## config.mk

```make
export PLATFORM = sky130hd
export DESIGN_NAME = kmem_wmem_loader
export DESIGN_NICKNAME = d
export VERILOG_FILES = /design/src/rtl/kmem_wmem_loader.sv
export SDC_FILE = /design/constraint.sdc
export NUM_CORES = 1
export LEC_CHECK = 0
export ABC_AREA = 1
export BUFFER_PORTS_ARGS = -buffer_cell sky130_fd_sc_hd__buf_2
export CORE_MARGIN = 2
export CORE_UTILIZATION = 53
export DETAILED_ROUTE_END_ITERATION = 8
export PLACE_DENSITY = 0.89
export SYNTH_ARGS = -nofsm -noshare
export SYNTH_HDL_FRONTEND = slang
export SYNTH_SLANG_ARGS = --single-unit
export TNS_END_PERCENT = 1
```

## constraint.sdc

```tcl
create_clock -name clk -period 6.1 [get_ports clk]
set_input_delay 1.22 -clock clk [delete_from_list [all_inputs] [get_ports clk]]
set_output_delay 1.22 -clock clk [all_outputs]
set_load 0.005 [all_outputs]
```

## src/rtl/kmem_wmem_loader.sv

```systemverilog
// Learn-phase loader: streams kernel words into KMEM port 1, then W1/W2 pairs into WMEM port 1.
// Memory strobes, addresses and data are registered; only in_ready is a state decode.
module kmem_wmem_loader #(
  parameter int NUM_ADDR = 5,
  parameter int K_WORDS  = 2,
  parameter int W_WORDS  = 2
) (
  input  logic                clk,
  input  logic                rst,
  input  logic                learn,
  input  logic                in_valid,
  output logic                in_ready,
  input  logic [31:0]         in_data,
  output logic                busy,
  output logic                done,
  output logic [NUM_ADDR-1:0] KMEM_ADD1,
  output logic [31:0]         KR_DATA_I1,
  output logic                KMEM_CSB1,
  output logic                KMEM_WEB1,
  output logic                KMEM_OEB1,
  output logic [NUM_ADDR-1:0] WMEM_ADD1,
  output logic [31:0]         W1_DATA_I1,
  output logic [31:0]         W2_DATA_I1,
  output logic                WMEM_CSB1,
  output logic                WMEM_WEB1,
  output logic                WMEM_OEB1
);

  // state     | meaning
  // S_IDLE    | waiting for learn, counters cleared
  // S_LOAD_K  | accepting kernel words, one KMEM write per word
  // S_LOAD_W1 | capturing first word of a weight pair
  // S_LOAD_W2 | second word of the pair, one WMEM write per pair
  // S_DONE    | one-cycle done pulse, learn ignored
  localparam logic [2:0] S_IDLE    = 3'd0;
  localparam logic [2:0] S_LOAD_K  = 3'd1;
  localparam logic [2:0] S_LOAD_W1 = 3'd2;
  localparam logic [2:0] S_LOAD_W2 = 3'd3;
  localparam logic [2:0] S_DONE    = 3'd4;

  // One extra counter bit lets a full 2^NUM_ADDR load finish without wrapping.
  localparam int CW = NUM_ADDR + 1;
  localparam logic [CW-1:0] K_LAST = CW'(K_WORDS - 1);
  localparam logic [CW-1:0] W_LAST = CW'(W_WORDS - 1);

  logic [2:0]    state;
  logic [2:0]    state_nxt;
  logic [CW-1:0] kcnt;
  logic [CW-1:0] wcnt;
  logic [31:0]   hold;
  logic          accept;

  assign in_ready  = (state == S_LOAD_K) || (state == S_LOAD_W1) || (state == S_LOAD_W2);
  assign accept    = in_valid && in_ready;
  assign KMEM_OEB1 = 1'b1;
  assign WMEM_OEB1 = 1'b1;

  always_comb begin
    state_nxt = state;
    case (state)
      S_IDLE:    if (learn) state_nxt = S_LOAD_K;
      S_LOAD_K:  if (accept && (kcnt == K_LAST)) state_nxt = S_LOAD_W1;
      S_LOAD_W1: if (accept) state_nxt = S_LOAD_W2;
      S_LOAD_W2: if (accept) state_nxt = (wcnt == W_LAST) ? S_DONE : S_LOAD_W1;
      S_DONE:    state_nxt = S_IDLE;
      default:   state_nxt = S_IDLE;
    endcase
  end

  always_ff @(posedge clk or posedge rst) begin
    if (rst) begin
      state      <= S_IDLE;
      kcnt       <= '0;
      wcnt       <= '0;
      hold       <= '0;
      busy       <= 1'b0;
      done       <= 1'b0;
      KMEM_ADD1  <= '0;
      KR_DATA_I1 <= '0;
      KMEM_CSB1  <= 1'b1;
      KMEM_WEB1  <= 1'b1;
      WMEM_ADD1  <= '0;
      W1_DATA_I1 <= '0;
      W2_DATA_I1 <= '0;
      WMEM_CSB1  <= 1'b1;
      WMEM_WEB1  <= 1'b1;
    end else begin
      state     <= state_nxt;
      busy      <= (state_nxt != S_IDLE);
      done      <= (state_nxt == S_DONE);
      // Strobes fall back high on any edge without a qualifying accept.
      KMEM_CSB1 <= 1'b1;
      KMEM_WEB1 <= 1'b1;
      WMEM_CSB1 <= 1'b1;
      WMEM_WEB1 <= 1'b1;
      case (state)
        S_IDLE: begin
          kcnt <= '0;
          wcnt <= '0;
        end
        S_LOAD_K: begin
          if (accept) begin
            KMEM_CSB1  <= 1'b0;
            KMEM_WEB1  <= 1'b0;
            KMEM_ADD1  <= kcnt[NUM_ADDR-1:0];
            KR_DATA_I1 <= in_data;
            kcnt       <= kcnt + CW'(1);
          end
        end
        S_LOAD_W1: begin
          if (accept) hold <= in_data;
        end
        S_LOAD_W2: begin
          if (accept) begin
            WMEM_CSB1  <= 1'b0;
            WMEM_WEB1  <= 1'b0;
            WMEM_ADD1  <= wcnt[NUM_ADDR-1:0];
            W1_DATA_I1 <= hold;
            W2_DATA_I1 <= in_data;
            wcnt       <= wcnt + CW'(1);
          end
        end
        default: ;
      endcase
    end
  end

endmodule
```

==> results.sh <==
export IMPL_outcome="finished clean"
export IMPL_synth_seq_area_share=0.6344
export IMPL_cp_start_kind="flip-flop"
export IMPL_final_nets=826
export IMPL_die_area_sq_um=12570
export IMPL_fin_crit_sh=0.4245
export IMPL_wire_per_inst_microns=14.43
export IMPL_diodes=0
export IMPL_clkTransAtPathRegs_ns=0.06
export IMPL_via_per_inst=5.079
export IMPL_drt_iter0_drc=526
export IMPL_synthDistinctLibCells=27
export IMPL_ant_nets=0
export IMPL_p_total_mw=3.977
export IMPL_die_h_microns=112.1
export IMPL_synth_area_top_cells="dfrtp_1 (63%), nand2_1 (13%), o21ai_1 (6.5%)"
export IMPL_relSlewSlack=0.3875
export IMPL_synth_seq_cells=157
export IMPL_final_setup_tns_ns=0
export IMPL_synth_cell_area_sq_um=6197
export IMPL_clk_latency_ns=0.42
export IMPL_power_density_nw_per_um2=526.7
export IMPL_grt_pass1_wl_mm=22.34
export IMPL_synth_compound_area_frac=0.1030
export IMPL_ctsResizeCount=0
export IMPL_post_synth_top_area_cell="dfrtp_1"
export IMPL_hold_buffers=0
export IMPL_drcViolationCount=0
export IMPL_fmax_ghz=0.3862
export IMPL_synth_simple_area_share=0.1674
export IMPL_finalSetupViolCount=0
export IMPL_min_to="W1_DATA_I1[11]"
export IMPL_grt_max_degree=101
export IMPL_grt_use_total=0.2249
export IMPL_end_kind="primary output"
export IMPL_hpwl_mm=8.941
export IMPL_cp_required_ns=4.88
export IMPL_slew_violations=0
export IMPL_hold_path_class="reg2reg"
export IMPL_max_cap_violations=0
export IMPL_clk_path_buf_depth=2
export IMPL_syn2layout_area_growth_pct=21.85
export IMPL_cts_tree="yes"
export IMPL_clock_sinks=157
export IMPL_rrSetupSlack_ns=3.83
export IMPL_dp_cells=910
export IMPL_leakage_nw=4.137
export IMPL_portBuffers=148
export IMPL_synth_top_family_by_area="simple AND/OR/NAND/NOR gates"
export IMPL_yosysTopAreaCellShare=0.6259
export IMPL_hold_viol_final=0
export IMPL_die_w_microns=112.1
export IMPL_min_period_ns=2.589
export IMPL_num_rows=39
export IMPL_synthCells=648
export IMPL_fin_cells=940
export IMPL_avgSynthCellArea_sq_um=9.564
export IMPL_antenna_found_initial=0
export IMPL_gp_congestion=0.8407
export IMPL_tightest_slew_ns=0.9155
export IMPL_ir_drop_mv=0.3416
export IMPL_cts_root_buf="clkbuf_16"
export IMPL_r2r_cells=9
export IMPL_cts_buffers=17
export IMPL_worstReg2RegEnd="kcnt[2]"
export IMPL_gr_total_overflow=0
export IMPL_post_route_util=0.6613
export IMPL_yosys_warnings=0
export IMPL_vias=4774
export IMPL_cts_max_level=4
export IMPL_grt_pass1_vias=4591
export IMPL_synthAdderAreaFrac=0.008076
export IMPL_io_pins=151
export IMPL_fin_skew_ns=0.01137
export IMPL_drt_wl_total_mm=13.56
export IMPL_synthMuxAreaShare=0.002423
export IMPL_start_util=0.5427
export IMPL_critPathMaxFanout=4
export IMPL_holdPathStages=2
export IMPL_firstDrtPassIters=5
export IMPL_design_core_area_sq_um=11420
export IMPL_whs_ns=0.4618
export IMPL_synth_xor_area_frac=0.001413
export IMPL_arrival_ns=1.37
export IMPL_hold_start="hold[11]"
export IMPL_drive_gt1_frac=0.2459
export IMPL_rsz0062_at_grt="no"
export IMPL_critical_path_class="reg2out"
export IMPL_reg2reg_from="state[1]"
export IMPL_cts_setup_buffers=0
where the power goes:
part / switching, mW / internal (mW) / leakage (nW)
registers: 0.242 / 1.47 / 2.00
logic: 0.633 / 0.459 / 1.82
clock network: 0.393 / 0.776 / 0.322
total: 1.27 / 2.71 / 4.14
cell usage after synthesis:
cell	instances
nand3b_2	1
nand4_1	4
inv_1	65
conb_1	1
nor2_2	1
xor2_1	1
nor2_1	21
o21ai_0	40
buf_4	12
inv_4	1
nand3b_1	1
nand2_2	5
dfrtp_1	155
ha_1	4
nand3_1	12
inv_2	1
o21ai_2	2
clkbuf_1	4
mux2_4	1
buf_2	6
nor3_1	2
o21ai_1	80
nand2_1	209
nor2_4	2
a21oi_1	4
buf_6	11
dfstp_2	2
cell families (layout without fill, tap and decap cells):
group,Yosys count,in the layout
xor+xnor,1,1
flops,157,157
simple gates,258,258
buf+inv,100,248
compound gates,126,126
other cells,1,2
mux,1,1
fa+ha+maj,4,4
metrics by stage:
stage	area (sq um)	setup slack, ns
2_1_floorplan	6201	0.6485
3_3_place_gp	6894	3.210
3_5_place_dp	6894	3.155
4_1_cts	7551	3.496
5_1_grt	7551	3.399
6_report	7551	3.511
worst max path at each step:
stage | start | to | slack (ns) | cells past startpoint
after floorplan | rst | KMEM_ADD1[0] | 0.65 | 1
after global placement | in_valid | kcnt[2] | 3.21 | 6
after detailed placement | in_valid | kcnt[2] | 3.15 | 6
after CTS | state[0] | in_ready | 3.50 | 3
after global routing | in_valid | kcnt[3] | 3.40 | 6
final | state[0] | in_ready | 3.51 | 3
layout make-up:
type	count	area, sq um
clock buffers	24	501.7
clock inverters	6	155.1
fillers	904	3867
inverters	67	259.0
multi-input cells	392	1762
flip-flops and latches	157	3931
well taps	143	178.9
repair buffers	151	763.2
critical path, stage by stage, from the launching register on:
cell and delay, ns:
dfrtp_1 0.41, nor2_1 0.26, nor2_1 0.13, buf_2 0.15
placed cells by master, fill, tap and decap left out, types with 3 or more instances in the layout:
master     instances
o21ai_1           80
ha_1               4
nand2_2            4
o21ai_0           40
buf_4              3
nand4_1            4
inv_1             64
clkbuf_8           5
nand3_1           12
a21oi_1            4
clkbuf_16         17
nor2_1            21
bufinv_16          5
dfrtp_1          155
buf_2            148
nand2_1          209
registers in the layout, indices dropped and copies added (netlist names):
name	flops
KMEM_ADD1	5
KMEM_WEB1	1
KR_DATA_I1	32
W1_DATA_I1	32
W2_DATA_I1	32
WMEM_ADD1	5
WMEM_WEB1	1
busy	1
done	1
hold	32
kcnt	6
state	3
wcnt	6
layer usage:
metal / share of wire / track usage / up-vias / routed length, microns
met5: 0 / 0 / - / 0
met4: 0.019 / 0.08130 / 0 / 259
met3: 0.078 / 0.07883 / 19 / 1064
met2: 0.46 / 0.3462 / 173 / 6230
met1: 0.44 / 0.3002 / 2269 / 6009
li1: - / - / 2313 / -
(Power assumes the default switching activity.)
